[config.mk]
export PLATFORM = sky130hd
export DESIGN_NAME = control_sequencer_flat
export DESIGN_NICKNAME = d
export VERILOG_FILES = /design/src/rtl/control_pkg.sv /design/src/rtl/control_sequencer_if.sv /design/src/rtl/format_classifier.sv /design/src/rtl/control_sequencer.sv /design/src/flat_wrapper.sv
export SDC_FILE = /design/constraint.sdc
export NUM_CORES = 1
export LEC_CHECK = 0
export ABC_AREA = 1
export CAP_MARGIN = 30
export CORE_AREA = 2 2 115 117
export CTS_CLUSTER_DIAMETER = 50
export DETAILED_ROUTE_END_ITERATION = 16
export DIE_AREA = 0 0 117 119
export PLACE_DENSITY = 0.86
export SLEW_MARGIN = 10
export SYNTH_ARGS = -nofsm -noshare
export SYNTH_HDL_FRONTEND = slang
export SYNTH_SLANG_ARGS = --single-unit
[constraint.sdc]
create_clock -name clock -period 8.46 [get_ports clock]
set_clock_uncertainty 0.1 [all_clocks]
set_input_delay 2.115 -clock clock [delete_from_list [all_inputs] [get_ports clock]]
set_output_delay 2.115 -clock clock [all_outputs]
set_load 0.005 [all_outputs]
[src/rtl/control_pkg.sv]
// Shared definitions for the multi-cycle control unit: control word layout,
// format codes, state encodings and opcode match patterns.
package control_pkg;

    localparam int unsigned CW_W    = 33;
    localparam int unsigned RET_W   = 16;
    localparam int unsigned INSTR_W = 32;
    localparam int unsigned FMT_W   = 3;
    localparam int unsigned ST_W    = 2;
    localparam int unsigned FLAG_W  = 4;
    localparam int unsigned OPC_W   = 10;   // instruction[31:22], all the classifier needs
    localparam int unsigned OPC_LSB = 22;

    // Control word field positions, lsb upward
    localparam int unsigned NS_LSB          = 0;
    localparam int unsigned NS_W            = 2;
    localparam int unsigned STATUS_LOAD_BIT = 2;
    localparam int unsigned PC_SEL_BIT      = 3;
    localparam int unsigned PC_FS_LSB       = 4;
    localparam int unsigned PC_FS_W         = 2;
    localparam int unsigned PC_EN_BIT       = 6;
    localparam int unsigned RAM_W_BIT       = 7;
    localparam int unsigned RAM_EN_BIT      = 8;
    localparam int unsigned REG_W_BIT       = 9;
    localparam int unsigned WA_LSB          = 10;
    localparam int unsigned SB_LSB          = 15;
    localparam int unsigned SA_LSB          = 20;
    localparam int unsigned REG_ADDR_W      = 5;
    localparam int unsigned RFB_EN_BIT      = 25;
    localparam int unsigned ALU_FS_LSB      = 26;
    localparam int unsigned ALU_FS_W        = 5;
    localparam int unsigned ALU_BS_BIT      = 31;
    localparam int unsigned ALU_EN_BIT      = 32;

    localparam logic [CW_W-1:0] CW_NOP = '0;

    localparam logic [FMT_W-1:0] FMT_R   = 3'd0;
    localparam logic [FMT_W-1:0] FMT_I   = 3'd1;
    localparam logic [FMT_W-1:0] FMT_D   = 3'd2;
    localparam logic [FMT_W-1:0] FMT_B   = 3'd3;
    localparam logic [FMT_W-1:0] FMT_CB  = 3'd4;
    localparam logic [FMT_W-1:0] FMT_ILL = 3'd7;

    localparam logic [ST_W-1:0] S0 = 2'b00;
    localparam logic [ST_W-1:0] S1 = 2'b01;
    localparam logic [ST_W-1:0] S2 = 2'b10;
    localparam logic [ST_W-1:0] S3 = 2'b11;

    // D matches both 1111100001 and 1111100000, so only the top nine bits are compared
    localparam logic [5:0] OPC_B  = 6'b000101;
    localparam logic [6:0] OPC_CB = 7'b1011010;
    localparam logic [8:0] OPC_D  = 9'b111110000;
    localparam logic [2:0] OPC_I  = 3'b100;

endpackage

[src/rtl/control_sequencer_if.sv]
// Bus between the sequencer, instruction memory / format logic and datapath.
interface control_sequencer_if;
    import control_pkg::*;

    logic [INSTR_W-1:0] instruction;
    logic [CW_W-1:0]    cw_r;
    logic [CW_W-1:0]    cw_i;
    logic [CW_W-1:0]    cw_d;
    logic [CW_W-1:0]    cw_b;
    logic [CW_W-1:0]    cw_cb;
    logic [FLAG_W-1:0]  alu_status;
    logic               alu_zero;
    logic               ram_ready;
    logic [ST_W-1:0]    state;
    logic [FLAG_W:0]    status;
    logic [INSTR_W-1:0] inst_out;
    logic [CW_W-1:0]    control_word;
    logic [FMT_W-1:0]   format;
    logic               illegal;
    logic [RET_W-1:0]   retired;

    modport slave (
        input  instruction, cw_r, cw_i, cw_d, cw_b, cw_cb, alu_status, alu_zero, ram_ready,
        output state, status, inst_out, control_word, format, illegal, retired
    );

    modport master (
        output instruction, cw_r, cw_i, cw_d, cw_b, cw_cb, alu_status, alu_zero, ram_ready,
        input  state, status, inst_out, control_word, format, illegal, retired
    );

endinterface

[src/rtl/format_classifier.sv]
// Combinational opcode -> instruction format, in fixed priority order.
module format_classifier
    import control_pkg::*;
(
    input  logic [OPC_W-1:0] i_opcode,   // instruction[31:22]
    output logic [FMT_W-1:0] o_format
);

    always_comb begin
        o_format = FMT_ILL;
        if (i_opcode[9:4] == OPC_B)
            o_format = FMT_B;
        else if (i_opcode[9:3] == OPC_CB)
            o_format = FMT_CB;
        else if (i_opcode[9:1] == OPC_D)
            o_format = FMT_D;
        else if (i_opcode[6:4] == OPC_I)
            o_format = FMT_I;
        else if (i_opcode[5] && !i_opcode[3])
            o_format = FMT_R;
    end

endmodule

[src/rtl/control_sequencer.sv]
// Multi-cycle control sequencer: format select, RAM wait-state stall,
// illegal-opcode halt, NZCV latch and retired-instruction counter.
module control_sequencer
    import control_pkg::*;
(
    input  logic              clock,
    input  logic              reset,
    control_sequencer_if.slave bus
);

    logic [ST_W-1:0]    r_state;
    logic [INSTR_W-1:0] r_ir;
    logic [FMT_W-1:0]   r_fmt;
    logic [FLAG_W-1:0]  r_status;
    logic               r_illegal;
    logic [RET_W-1:0]   r_retired;

    logic [FMT_W-1:0]   w_class;
    logic [FMT_W-1:0]   w_fmt;
    logic               w_fetch;
    logic               w_new_illegal;
    logic               w_halt;
    logic               w_stall;
    logic [CW_W-1:0]    w_sel;
    logic [CW_W-1:0]    w_cw;

    format_classifier u_classifier (
        .i_opcode (bus.instruction[INSTR_W-1:OPC_LSB]),
        .o_format (w_class)
    );

    // Format selection, halt masking and stall masking of the control word
    always_comb begin
        w_sel         = CW_NOP;
        w_cw          = CW_NOP;
        w_stall       = 1'b0;
        w_fetch       = (r_state == S0);
        w_fmt         = w_fetch ? w_class : r_fmt;
        w_new_illegal = w_fetch && (w_class == FMT_ILL);
        w_halt        = reset || r_illegal || w_new_illegal;

        case (w_fmt)
            FMT_R:   w_sel = bus.cw_r;
            FMT_I:   w_sel = bus.cw_i;
            FMT_D:   w_sel = bus.cw_d;
            FMT_B:   w_sel = bus.cw_b;
            FMT_CB:  w_sel = bus.cw_cb;
            default: w_sel = CW_NOP;   // corrupt fmt_reg: NOP carries NS=00
        endcase

        if (!w_halt) begin
            w_cw    = w_sel;
            w_stall = (w_sel[RAM_EN_BIT] || w_sel[RAM_W_BIT]) && !bus.ram_ready;
            // Keep RAM strobes and addresses, suppress every architectural update
            if (w_stall) begin
                w_cw[REG_W_BIT]              = 1'b0;
                w_cw[STATUS_LOAD_BIT]        = 1'b0;
                w_cw[PC_FS_LSB +: PC_FS_W]   = 2'b00;
                w_cw[NS_LSB +: NS_W]         = r_state;
            end
        end
    end

    // State, instruction, status and retire bookkeeping
    always_ff @(posedge clock) begin
        if (reset) begin
            r_state   <= S0;
            r_ir      <= '0;
            r_fmt     <= FMT_R;
            r_status  <= '0;
            r_illegal <= 1'b0;
            r_retired <= '0;
        end else if (w_new_illegal) begin
            r_illegal <= 1'b1;
            r_state   <= S0;
        end else if (!w_stall) begin
            r_state <= w_cw[NS_LSB +: NS_W];
            if (w_fetch && !r_illegal) begin
                r_ir  <= bus.instruction;
                r_fmt <= w_class;
            end
            if (w_cw[STATUS_LOAD_BIT])
                r_status <= bus.alu_status;
            if ((w_cw[NS_LSB +: NS_W] == S0) && !r_illegal)
                r_retired <= r_retired + RET_W'(1);
        end
    end

    assign bus.state        = r_state;
    assign bus.status       = {bus.alu_zero, r_status};
    assign bus.inst_out     = w_fetch ? bus.instruction : r_ir;
    assign bus.control_word = w_cw;
    assign bus.format       = w_fmt;
    assign bus.illegal      = r_illegal;
    assign bus.retired      = r_retired;

endmodule

[src/flat_wrapper.sv]
// flat-port wrapper written by rule: the top's interface ports become plain ports
module control_sequencer_flat import control_pkg::*;
  (clock, reset, bus_instruction, bus_cw_r, bus_cw_i, bus_cw_d, bus_cw_b, bus_cw_cb, bus_alu_status, bus_alu_zero, bus_ram_ready, bus_state, bus_status, bus_inst_out, bus_control_word, bus_format, bus_illegal, bus_retired);
  control_sequencer_if bus_i ();
  input  logic clock;
  input  logic reset;
  input wire logic [$bits(bus_i.instruction)-1:0] bus_instruction;
  input wire logic [$bits(bus_i.cw_r)-1:0] bus_cw_r;
  input wire logic [$bits(bus_i.cw_i)-1:0] bus_cw_i;
  input wire logic [$bits(bus_i.cw_d)-1:0] bus_cw_d;
  input wire logic [$bits(bus_i.cw_b)-1:0] bus_cw_b;
  input wire logic [$bits(bus_i.cw_cb)-1:0] bus_cw_cb;
  input wire logic [$bits(bus_i.alu_status)-1:0] bus_alu_status;
  input wire logic [$bits(bus_i.alu_zero)-1:0] bus_alu_zero;
  input wire logic [$bits(bus_i.ram_ready)-1:0] bus_ram_ready;
  output wire logic [$bits(bus_i.state)-1:0] bus_state;
  output wire logic [$bits(bus_i.status)-1:0] bus_status;
  output wire logic [$bits(bus_i.inst_out)-1:0] bus_inst_out;
  output wire logic [$bits(bus_i.control_word)-1:0] bus_control_word;
  output wire logic [$bits(bus_i.format)-1:0] bus_format;
  output wire logic [$bits(bus_i.illegal)-1:0] bus_illegal;
  output wire logic [$bits(bus_i.retired)-1:0] bus_retired;
  assign bus_i.instruction = bus_instruction;
  assign bus_i.cw_r = bus_cw_r;
  assign bus_i.cw_i = bus_cw_i;
  assign bus_i.cw_d = bus_cw_d;
  assign bus_i.cw_b = bus_cw_b;
  assign bus_i.cw_cb = bus_cw_cb;
  assign bus_i.alu_status = bus_alu_status;
  assign bus_i.alu_zero = bus_alu_zero;
  assign bus_i.ram_ready = bus_ram_ready;
  assign bus_state = bus_i.state;
  assign bus_status = bus_i.status;
  assign bus_inst_out = bus_i.inst_out;
  assign bus_control_word = bus_i.control_word;
  assign bus_format = bus_i.format;
  assign bus_illegal = bus_i.illegal;
  assign bus_retired = bus_i.retired;
  control_sequencer u_core (.clock(clock), .reset(reset), .bus(bus_i));
endmodule
==> results.yml <==
drt:
  wl_met1_um: 6940
  drt-total-wl_um: 18500
  antenna_left: 0
  wl_met2_um: 9190
  drc_errors: 0
  wl_per_cell_um: 15.4
  dr_wl_met3_um: 1910
  drt-vias-per-instance: 4.92
  dr.pass1.iters: 4
  first_iter_violations: 354
  topRoutingLayerUsed: "met4"
  num_vias: 5906
clock_network:
  path_clk_slew_ns: 0.05
  cts_buffers: 9
  htreeDepth: 3
  cts_sinks: 58
  cts_setup_buffers: 0
  clock_path_buffers: 2
  cts_tree: "yes"
  cts-root-buf: "clkbuf_16"
  hold_buffers: 0
  ctsResizeCount: 0
  clkLatencyLatePin_ns: 0.33
timing:
  report.final.hold_viol_count: 0
  rsz0062_at_grt: "no"
  slew_headroom_pct: 41.5
  fin_tns_setup_ns: 0
  fin_crit_sh_pct: 88.4
  slew_violations: 0
  tightest_slew_ns: 0.875
  finalHoldWorstSlack_ns: 0.373
  setup-violations-final: 0
  period_needed_ns: 7.47
  max_freq_mhz: 134
placed_design:
  hpwl_um: 14300
  buffer_ports.inserted: 294
  gp_congestion: 0.870
  dp_cells: 1184
yosys:
  synth.area.top_cells: "dfxtp_1 (27%), nand2_1 (19%), nor2_1 (9.8%)"
  synth_area_leader_cell: "dfxtp_1"
  ys_seq_elements: 58
  synth_edf_count: 0
  async_reset_ff_share_pct: 0
  synth.net_count: 954
  synth_area_per_cell_um2: 5.78
  netlist_instances: 748
  synth_commonest_cells: "nand2_1 (220), nor2_1 (113), inv_1 (86), dfxtp_1 (58), a21oi_1 (55)"
  synth-seq-area-share_pct: 26.9
  yosys_warnings: 0
  yosysUniqueCellTypes: 34
  synth.most_common_cell: "nand2_1"
  synth_top_area_share_pct: 26.9
  netlist_area_um2: 4320
  synth_top_flop_cell: "dfxtp_1"
global_route:
  grt_pass1_wl_um: 27300
  grtUsageTotal_pct: 25.1
  grt_max_degree: 52
  antenna_found_initial: 1
  grt_pass1_vias: 5482
  grt_overflow_total: 0
critical_path:
  endpoint: "bus_control_word[4]"
  slowest_delay_ns: 0.57
  worstSetupPathDepth: 13
  rr_startpoint: "u_core.bus.state[1]"
  rrSetupSlack_ns: 3.87
  worst-r2r-cell-count: 16
  critical_path_class: "in2out"
  path_buf_inv: 3
  cp-end-kind: "primary output"
  crit_start: "bus_instruction[30]"
  r2r-end: "u_core.r_fmt[0]"
  slowest_stage: "clkdlybuf4s50_1"
  startpoint_type: "input port"
  cp_top_family: "buffers and inverters"
  required_ns: 6.25
  crit_arrival_ns: 5.26
  critPathMaxFanout: 18
  cp_cell_sequence: "clkdlybuf4s50_1 -> nand3_1 -> nor2_1 -> nand2_1 -> nand2_1 -> nand3_1 -> nand2_1 -> nand3_1 -> buf_4 -> o22ai_1 -> a221oi_1 -> a21oi_1 -> clkdlybuf4s50_1"
power_and_ir_drop:
  p_sw_share_pct: 28.9
  p_sw_w: 0.000292
  comb_power_share_pct: 32.6
  irDropWorstVdd_v: 0.000101
  pwr-share-seq_pct: 31.2
  internal_power_w: 0.000718
  clockPowerShare_pct: 36.2
  power_leakage_nw: 3.25
  powerDensity_nw_per_um2: 132
die:
  coreArea_um2: 12900
  row_count: 42
  die_area_um2: 13900
  die_y_um: 119
  io_pins: 297
  start_util_pct: 33.6
  fp.dieW_um: 117
layout:
  drive_gt1_share_pct: 5.86
  stdcell_count: 1201
  area_growth_pct: 77.1
  nNetsFinal: 1225
run_status:
  status: "finished clean"
worst_hold_path:
  min_path_type: "reg2reg"
run:
  maxCapViolations: 0
[routing by layer]
metal | track usage [%] | vias up
met2 | 44.8 | 275
met4 | 9.56 | 0
met3 | 8.35 | 38
met5 | 0 | -
li1 | - | 2947
met1 | 26.8 | 2646
[how the worst min path moves through the flow]
stage,from,cells after the start,slack [ns],to
final,u_core.r_status[1],2,0.37,u_core.r_status[1]
after global routing,u_core.r_status[2],2,0.39,u_core.r_status[2]
after CTS,u_core.r_status[1],2,0.37,u_core.r_status[1]
after detailed placement,u_core.r_status[1],2,0.36,u_core.r_status[1]
after global placement,u_core.r_status[2],2,0.36,u_core.r_status[2]
after floorplan,u_core.r_ir[0],2,0.36,u_core.r_ir[0]
[tightest hold or removal path, delay by kind of cell, from the launching register on]
kind | cells | cell delay [ns]
flops | 1 | 0.31
compound gates | 1 | 0.06
simple gates | 1 | 0.06
[cells by family (layout without fill, tap and decap cells)]
| group | Yosys count | after routing | synth area share, % |
|---|---|---|---|
| AND/OR/NAND/NOR | 404 | 404 | 40.1 |
| AO/OA/AOI/OAI | 150 | 150 | 20.2 |
| buffers and inverters | 134 | 410 | 12.3 |
| flip-flops | 58 | 58 | 26.9 |
| adder cells (fa/ha/maj) | 1 | 1 | 0.289 |
| XOR/XNOR | 1 | 1 | 0.203 |
| other | 0 | 1 | 0 |
[cell type report]
| type | instances | area [um^2] |
|---|---|---|
| flip-flops and latches | 58 | 1160 |
| clock inverters | 5 | 52.6 |
| multi-input cells | 556 | 2630 |
| fillers | 1203 | 5220 |
| inverters | 95 | 357 |
| clock buffers | 11 | 253 |
| diodes | 1 | 2.50 |
| well taps | 176 | 220 |
| repair buffers | 299 | 2980 |
[power groups by stage]
| stage | combinational, W | sequential, W | clock, W |
|---|---|---|---|
| floorplan | 0.000154 | 0.000317 | 0 |
| global route | 0.000360 | 0.000318 | 0.000387 |
| finish | 0.000329 | 0.000315 | 0.000366 |
| global placement | 0.000323 | 0.000319 | 0 |
| CTS | 0.000329 | 0.000315 | 0.000373 |
| detailed placement | 0.000327 | 0.000320 | 0 |
[flip-flops by register name, summed over array words and instances (netlist names)]
| name | cells |
|---|---|
| u_core.r_fmt | 3 |
| u_core.bus.state | 2 |
| u_core.r_status | 4 |
| u_core.bus.illegal | 1 |
| u_core.r_ir | 32 |
| u_core.bus.retired | 16 |
[layout by cell type, fill, tap and decap left out, drive strengths merged]
cell type      instances
nor3b                  1
a221oi                17
dfxtp                 58
clkbuf                11
clkinv                 3
o22ai                 31
nand2                233
or2                    2
a21oi                 56
nor2                 119
nand3b                 1
buf                    5
a21boi                 1
bufinv                 1
nand3                 32
inv                   95
ha                     1
diode                  1
clkdlybuf4s50        294
nand4                 11
o21ai                 45
clkinvlp               1
xnor2                  1
nor3                   5
[through the flow]
stage | power [W] | utilization, % | setup WS, ns | area (um^2)
floorplan | 0.000471 | - | 2.50 | 4320
detailed placement | 0.000647 | 57.1 | 1.10 | 7350
global placement | 0.000642 | 57.1 | 1.14 | 7350
finish | 0.00101 | 59.5 | 0.985 | 7660
CTS | 0.00102 | 59.5 | 1.07 | 7650
global route | 0.00107 | 59.5 | 0.847 | 7650
No activity file was read; power rests on OpenSTA's default activity.
==> RTL change, RTL diff (same settings) <==
Put a register stage on the output `bus.status`. The value now appears one clock later.
--- a/src/rtl/control_sequencer.sv
+++ b/src/rtl/control_sequencer.sv
@@ -87,7 +87,9 @@
     end
 
     assign bus.state        = r_state;
-    assign bus.status       = {bus.alu_zero, r_status};
+    always_ff @(posedge clock) begin
+        bus.status <= {bus.alu_zero, r_status};
+    end
     assign bus.inst_out     = w_fetch ? bus.instruction : r_ir;
     assign bus.control_word = w_cw;
     assign bus.format       = w_fmt;
Behaviour: not the same (Yosys sat finds a counterexample within 4 cycles, from zero or initial values and one cycle with reset high).
==> RTL change against the original RTL <==
  * Synthesized area increased by 6.1%
  * Sequential cell count increased by 5
  * Design area increased by 3.3%
  * Setup slack got worse by 0.17 ns
  * Register-to-register slack improved by 0.55 ns
  * Via count increased by 3.1%
  * Global-route usage increased by 1.1 points
  * Power increased by 8.9%
  * Routed wire length increased by 3.3%
  * Count of clock-buffer cells in the layout unchanged
  * Largest cell class unchanged
  * Largest power group is now combinational cells
==> RTL change: results (changes against the original RTL) <==
[timing]
slew_headroom = 0.4320  ; was 0.4151
setup_slack_ns = 0.8195  ; was 0.9851 ns

[grt]
antenna_found_initial = 2  ; was 1
grt_pass1_vias = 5555  ; was 5482
grt_pass1_wl_mm = 28.30  ; was 27.28 mm
grt_max_degree = 73  ; was 52

[detailed_routing]
drt-total-wl_mm = 19.16  ; was 18.54 mm
firstDrtPassIters = 5  ; was 4

[logic_synthesis]
ys_types = 31  ; was 34
avgSynthCellArea_um2 = 6.132  ; was 5.779 um2
netlist_top_cells_area = dfxtp_1 27%, inv_1 11%, o21ai_0 8.0%  ; was dfxtp_1 27%, nand2_1 19%, nor2_1 9.8%

[layout]
fin_nets = 1220  ; was 1225
drive_above_1_share = 0.05397  ; was 0.05859
instances_no_fill = 1197  ; was 1201

[critical_path]
reg2reg_slack_ns = 4.42  ; was 3.87 ns
cp_max_fo = 33  ; was 18
crit_start = bus_instruction[27]  ; was bus_instruction[30]
rr_worst_depth = 15  ; was 16
cp-endpoint = bus_control_word[2]  ; was bus_control_word[4]
worst_ep_arrival_time_ns = 5.43  ; was 5.26 ns
rr_endpoint = u_core.r_ir[30]  ; was u_core.r_fmt[0]

[power_and_ir_drop]
irDropWorstVdd_mv = 0.1646  ; was 0.1008 mV
p_leak_nw = 3.317  ; was 3.254 nW

[hold_path]
hold_depth = 0  ; was 2
min_to = u_core.bus.status[1]  ; was u_core.r_status[1]

[outcome]
status = finished, final reports clean  ; unchanged

[placement]
dp_hpwl_mm = 14.83  ; was 14.31 mm

-- RTL change: power by group --
group | internal (mW) | switching [mW] | leakage, nW
logic | 0.195 | 0.185 | 2.65
registers | 0.329 | 0.0175 | 0.519
clock network | 0.243 | 0.130 | 0.152
-- RTL change: cells by family after synthesis --
group,after synthesis,synth area share
flops,63,0.2750
buf+inv,192,0.1667
compound gates,204,0.2439
fa+ha+maj,1,0.002727
simple gates,279,0.2946
xor+xnor,9,0.01719
-- RTL change: cell type report --
class / count / area, um2
Inverter: 145 / 549.3
Timing Repair Buffer: 302 / 3008
Clock inverter: 5 / 56.30
Fill cell: 1151 / 4961
Sequential cell: 63 / 1261
Clock buffer: 11 / 252.7
Antenna cell: 2 / 5.005
Tap cell: 176 / 220.2
Multi-Input combinational cell: 493 / 2561
-- RTL change: worst max-delay path, cell delays in order --
cell	delay (ns)
clkdlybuf4s50_1	0.54
inv_1	0.07
nand2_2	0.08
nor2_1	0.04
nand2_1	0.10
nand2_2	0.09
nand2_1	0.11
nand2_4	0.21
nor2_4	0.65
nand3_1	0.17
nand2_2	0.14
nor2_4	0.05
nand2_4	0.07
nand2_2	0.08
nand3_1	0.24
inv_1	0.14
clkdlybuf4s50_1	0.48
-- RTL change: per-layer routing --
| layer | part of all wire | vias up | wire [um] | track usage |
|---|---|---|---|---|
| met5 | 0 | - | 0 | 0 |
| met4 | 0.050 | 0 | 956 | 0.1382 |
| met3 | 0.098 | 68 | 1873 | 0.09313 |
| met2 | 0.49 | 288 | 9319 | 0.4462 |
| met1 | 0.37 | 2723 | 7011 | 0.2774 |
| li1 | - | 3009 | - | - |
